File: config.mk
export PLATFORM = sky130hd
export DESIGN_NAME = uart_rx_param
export DESIGN_NICKNAME = d
export VERILOG_FILES = /design/src/rtl/uart_pkg.sv /design/src/rtl/uart_rx_sampler.sv /design/src/rtl/uart_rx_param.sv
export SDC_FILE = /design/constraint.sdc
export NUM_CORES = 1
export LEC_CHECK = 0
export ABC_AREA = 1
export CORE_MARGIN = 2
export CORE_UTILIZATION = 40
export DETAILED_ROUTE_END_ITERATION = 7
export PLACE_DENSITY = 0.61
export SLEW_MARGIN = 20
export SYNTH_ARGS = -nofsm -noshare
export SYNTH_HDL_FRONTEND = slang
export SYNTH_SLANG_ARGS = --single-unit
File: constraint.sdc
create_clock -name clk -period 1.4 [get_ports clk]
set_input_delay 0.21 -clock clk [delete_from_list [all_inputs] [get_ports clk]]
set_output_delay 0.21 -clock clk [all_outputs]
set_load 0.05 [all_outputs]
File: src/rtl/uart_pkg.sv
// Shared types and sample-point helpers for the parametrised UART receiver.
package uart_pkg;

  typedef enum logic [2:0] {
    ST_IDLE,
    ST_START,
    ST_DATA,
    ST_PARITY,
    ST_STOP
  } state_t;

  localparam int PARITY_NONE = 0;
  localparam int PARITY_EVEN = 1;
  localparam int PARITY_ODD  = 2;

  function automatic int half_pt(input int clks);
    return clks / 2;
  endfunction

  function automatic int offs_pt(input int clks);
    return clks / 16;
  endfunction

  function automatic int s0_pt(input int clks);
    return half_pt(clks) - offs_pt(clks);
  endfunction

  function automatic int s2_pt(input int clks);
    return half_pt(clks) + offs_pt(clks);
  endfunction

endpackage

File: src/rtl/uart_rx_sampler.sv
// Line synchroniser, bit-time counter and 3-point majority vote for one bit cell.
module uart_rx_sampler
  import uart_pkg::*;
#(
  parameter int CLKS_PER_BIT = 192,
  parameter int SYNC_STAGES  = 3
) (
  input  logic clk,
  input  logic rst,
  input  logic serial_in,
  input  logic run,
  input  logic last,
  output logic line,
  output logic bit_done,
  output logic bit_val
);

  localparam int CW = $clog2(CLKS_PER_BIT);
  localparam logic [CW-1:0] P0   = CW'(s0_pt(CLKS_PER_BIT));
  localparam logic [CW-1:0] P1   = CW'(half_pt(CLKS_PER_BIT));
  localparam logic [CW-1:0] P2   = CW'(s2_pt(CLKS_PER_BIT));
  localparam logic [CW-1:0] P2N  = CW'(s2_pt(CLKS_PER_BIT) + 1);
  localparam logic [CW-1:0] LAST = CW'(CLKS_PER_BIT - 1);

  logic [SYNC_STAGES-1:0] sync;
  logic [CW-1:0]          cnt;
  logic [2:0]             smp;

  always_ff @(posedge clk or posedge rst) begin
    if (rst) sync <= '1;
    else     sync <= {sync[SYNC_STAGES-2:0], serial_in};
  end

  assign line = sync[SYNC_STAGES-1];

  // The final stop bit ends early so the next start edge is caught on time.
  assign bit_done = run && (cnt == (last ? P2N : LAST));
  assign bit_val  = (smp[0] & smp[1]) | (smp[0] & smp[2]) | (smp[1] & smp[2]);

  always_ff @(posedge clk or posedge rst) begin
    if (rst) begin
      cnt <= '0;
      smp <= '1;
    end else begin
      if (!run || bit_done) cnt <= '0;
      else                  cnt <= cnt + 1'b1;
      if (run && cnt == P0) smp[0] <= line;
      if (run && cnt == P1) smp[1] <= line;
      if (run && cnt == P2) smp[2] <= line;
    end
  end

endmodule

File: src/rtl/uart_rx_param.sv
// UART receiver: frame FSM, data shifter and a one-deep valid/ready holding register.
module uart_rx_param
  import uart_pkg::*;
#(
  parameter int CLKS_PER_BIT = 192,
  parameter int DATA_BITS    = 8,
  parameter int PARITY       = 0,
  parameter int STOP_BITS    = 1,
  parameter int SYNC_STAGES  = 3
) (
  input  logic                 clk,
  input  logic                 rst,
  input  logic                 serial_in,
  output logic [DATA_BITS-1:0] rx_data,
  output logic                 rx_valid,
  input  logic                 rx_ready,
  output logic                 frame_err,
  output logic                 parity_err,
  output logic                 overrun,
  output logic                 busy
);

  state_t               state, next;
  logic                 line, bit_done, bit_val, last_stop, done;
  logic [3:0]           bit_idx;
  logic                 stop_idx;
  logic [DATA_BITS-1:0] shreg;
  logic                 par_q, frm_q;

  assign last_stop = (state == ST_STOP) && ((STOP_BITS == 1) || stop_idx);
  assign done      = last_stop && bit_done;
  assign busy      = (state != ST_IDLE);

  uart_rx_sampler #(
    .CLKS_PER_BIT(CLKS_PER_BIT),
    .SYNC_STAGES (SYNC_STAGES)
  ) u_sampler (
    .clk      (clk),
    .rst      (rst),
    .serial_in(serial_in),
    .run      (busy),
    .last     (last_stop),
    .line     (line),
    .bit_done (bit_done),
    .bit_val  (bit_val)
  );

  always_ff @(posedge clk or posedge rst) begin
    if (rst) state <= ST_IDLE;
    else     state <= next;
  end

  always_comb begin
    next = state;
    case (state)
      ST_IDLE:   if (!line) next = ST_START;
      ST_START:  if (bit_done) next = bit_val ? ST_IDLE : ST_DATA;
      ST_DATA:   if (bit_done && bit_idx == 4'(DATA_BITS - 1))
                   next = (PARITY != PARITY_NONE) ? ST_PARITY : ST_STOP;
      ST_PARITY: if (bit_done) next = ST_STOP;
      ST_STOP:   if (done) next = ST_IDLE;
      default:   next = ST_IDLE;
    endcase
  end

  // LSB-first line order: shifting in from the top leaves bit 0 in the LSB.
  always_ff @(posedge clk or posedge rst) begin
    if (rst) begin
      bit_idx  <= '0;
      stop_idx <= 1'b0;
      shreg    <= '0;
      par_q    <= 1'b0;
      frm_q    <= 1'b0;
    end else if (state == ST_IDLE) begin
      bit_idx  <= '0;
      stop_idx <= 1'b0;
      par_q    <= 1'b0;
      frm_q    <= 1'b0;
    end else if (bit_done) begin
      case (state)
        ST_DATA: begin
          shreg   <= {bit_val, shreg[DATA_BITS-1:1]};
          bit_idx <= bit_idx + 1'b1;
        end
        ST_PARITY: par_q <= ((^shreg) ^ bit_val) != (PARITY == PARITY_ODD);
        ST_STOP: begin
          frm_q    <= frm_q | ~bit_val;
          stop_idx <= 1'b1;
        end
        default: ;
      endcase
    end
  end

  always_ff @(posedge clk or posedge rst) begin
    if (rst) begin
      rx_data    <= '0;
      rx_valid   <= 1'b0;
      frame_err  <= 1'b0;
      parity_err <= 1'b0;
      overrun    <= 1'b0;
    end else begin
      overrun <= 1'b0;
      if (done) begin
        if (rx_valid && !rx_ready) begin
          overrun <= 1'b1;
        end else begin
          rx_data    <= shreg;
          frame_err  <= frm_q | ~bit_val;
          parity_err <= par_q;
          rx_valid   <= 1'b1;
        end
      end else if (rx_valid && rx_ready) begin
        rx_valid <= 1'b0;
      end
    end
  end

endmodule

==> results.py <==
metrics = {
    "status": {
        "run_status": "complete, but fails checks",
        "violations": "negative setup slack",
    },
    "final_layout": {
        "drive_above_1_share_pct": 37.69,
        "layout_common_cells": "nand2_1 (71), dfrtp_1 (36), buf_4 (31), inv_1 (29)",
        "syn_to_final_growth_pct": 45.73,
        "diodes": 0,
        "nets": 327,
        "fin_util_pct": 61.05,
        "final_common_cell": "nand2_1",
    },
    "synthesis": {
        "synth_warnings": 0,
        "synth_top_area_cell": "dfrtp_1",
        "synth_area_leaders": "dfrtp_1 (43%), nand2_1 (15%), dfstp_2 (7.3%), inv_1 (6.1%), o21ai_2 (5.3%)",
        "synth_area_per_cell_sq_um": 8.250,
        "syn_area_sq_um": 2153,
        "syn_inst": 261,
        "ys_ff_latch": 43,
        "synth_nets": 268,
        "yosysSeqAreaShare_pct": 50.32,
        "synthDistinctLibCells": 27,
        "synth_top_area_share_pct": 43.00,
    },
    "sta": {
        "fmax_mhz": 694.0,
        "finalHoldViolCount": 0,
        "timing.final.crit_share_pct": 102.9,
        "grt_setup_unrepaired": "yes",
        "worst_pin_slew_ps": 362.6,
        "slew_viol_final": 0,
        "clock_skew_ps": 5.501,
        "fin_ws_ps": -40.95,
        "setup_viol": 18,
        "period_minus_slack_ps": 1441,
        "slew-limit-headroom_pct": 75.74,
    },
    "setup_path": {
        "critPathLaunch": "u_sampler.cnt[0]",
        "r2r-end": "bit_idx[0]",
        "start_kind": "register",
        "crit_fanout": 7,
        "reg2reg_depth": 8,
        "worstSetupEndpointType": "register",
        "cp.required_ps": 1590,
        "slowest_delay_ps": 390,
        "worstSetupEndpoint": "bit_idx[0]",
        "critPathSlowestCell": "dfrtp_1",
        "worstPathArrival_ps": 1630,
        "path_class": "reg2reg",
        "r2r-start": "u_sampler.cnt[0]",
        "critical_path.cell_chain": "inv_2, nor3_4, buf_6, nand3_2, nand2_4, nand2_8, nand2_2, o21ai_2",
        "r2r_setup_slack_ps": -40,
    },
    "drt": {
        "via_count": 1904,
        "wl_per_cell_um": 12.75,
        "drt_wl_total_um": 4986,
        "drtPass1Iterations": 4,
        "vias_per_cell": 4.870,
        "drc": 0,
        "antenna_left": 0,
        "dr.first_iter.drc_count": 97,
    },
    "grt": {
        "grt_usage_pct": 17.77,
        "grt_max_degree": 44,
        "grt_antenna_before_repair": 0,
        "grt_pass1_wl_um": 8397,
        "grt.overflow.total": 0,
        "grt_pass1_vias": 1810,
    },
    "clock_network": {
        "clk_path_buf_depth": 2,
        "cts_sinks": 43,
        "clkLatencyLatePin_ps": 300,
        "htree_levels": 2,
        "cts-root-buf": "clkbuf_8",
        "numCtsBuffers": 5,
        "clkTransAtPathRegs_ps": 80,
        "cts_tree": "done",
        "hold_buffers": 0,
    },
    "die": {
        "num_rows": 26,
        "ios": 17,
        "dieArea_sq_um": 5986,
        "core_sq_um": 5140,
        "die_w_um": 77.37,
        "die_h_um": 77.37,
        "start_util_pct": 41.89,
    },
    "power_and_ir_drop": {
        "p_per_area_nw_per_um2": 773.5,
        "p_leak_nw": 1.438,
        "total_power_mw": 2.427,
        "ir_drop_uv": 501.6,
    },
    "placed_design": {
        "place_hpwl_um": 3137,
        "pre_cts_ws_ps": -82.69,
        "routabilityCongestion": 0.8683,
        "io_buffers": 16,
    },
    "worst_hold_path": {
        "hold_path.class": "in2async",
    },
    "flow_run": {
        "cap_violations": 0,
    },
}
timing repair:
| action | in CTS | in global routing |
|---|---|---|
| gates resized for setup | 24 | 30 |
| cloned | 0 | 1 |
| buffers inserted | 9 | 5 |
| setup endpoints to repair | 34 | 38 |
| endpoints found under the hold margin | 0 | 0 |
| pin swaps | 7 | 10 |
synthesized netlist by cell type:
master and count:
a21oi_1 3, buf_2 2, buf_6 1, dfrtp_1 37, dfstp_2 6, ha_1 3
inv_1 35, inv_2 2, nand2_1 84, nand2_4 2, nand3_1 12, nand3_2 1
nand3b_1 1, nand4_1 4, nand4_4 1, nor2_1 18, nor2_2 2, nor3_1 6
nor3_4 1, nor4_1 2, o21ai_0 8, o21ai_1 10, o21ai_2 13, o31ai_1 1
or2_2 3, xnor2_1 1, xor2_1 2
critical path: cells and delay by family (launching register included):
kind	cells	cell delay [ps]
AOI/OAI and AO/OA	1	50
buffers and inverters	2	210
and+or+nand+nor	5	690
DFF	1	390
registers in the layout, indices dropped and copies added (netlist names):
signal / count
state: 3
rx_data: 8
u_sampler.sync: 3
shreg: 8
overrun: 1
rx_valid: 1
u_sampler.cnt: 8
bit_idx: 4
frm_q: 1
u_sampler.smp: 3
frame_err: 1
parity_err: 1
par_q: 1
cell families after synthesis:
kind of cell,Yosys count,share of synthesized area (%)
flops,43,50.32
simple gates,137,28.76
xor+xnor,3,1.220
buf+inv,40,7.438
fa+ha+maj,3,1.743
compound gates,35,10.52
where the power goes:
group	leakage, nW	internal, mW	total (mW)	switching [mW]
sequential	0.563	1.25	1.25	0.00112
clock	0.0654	0.713	1.14	0.423
combinational	0.809	0.0138	0.0410	0.0272
total	1.44	1.98	2.43	0.452
per-layer routing:
layer	vias up	routed length, um	track usage (%)
met2	39	2370	26.96
met5	-	0	0
li1	952	-	-
met3	11	170	3.488
met1	902	2316	24.85
met4	0	128	7.679
how the worst min path moves through the flow:
stage / endpoint / cells after the start
finish: rx_data[0] / 3
floorplan: u_sampler.sync[0] / 0
CTS: rx_valid / 3
global route: rx_data[0] / 3
global placement: u_sampler.sync[2] / 0
detailed placement: u_sampler.sync[1] / 0
final cells by class:
| class | count | area, sq um |
|---|---|---|
| Clock inverter | 2 | 60.06 |
| Sequential cell | 43 | 1085 |
| Clock buffer | 6 | 72.57 |
| Timing Repair Buffer | 55 | 639.4 |
| Multi-Input combinational cell | 178 | 1050 |
| Fill cell | 474 | 2002 |
| Tap cell | 70 | 87.58 |
| Inverter | 37 | 143.9 |
stage by stage:
step           TNS [ps]  instance area [sq um]  cells  hold WS, ps
2_1_floorplan         0                   2153    261        214.5
3_3_place_gp     -575.8                   2703    368        346.3
3_5_place_dp     -678.8                   2703    368        348.2
4_1_cts          -88.89                   2982    385        256.6
5_1_grt           -2462                   3138    391        289.4
6_report         -495.9                   3138    391        245.8
Power figures use the tool's default switching activity.
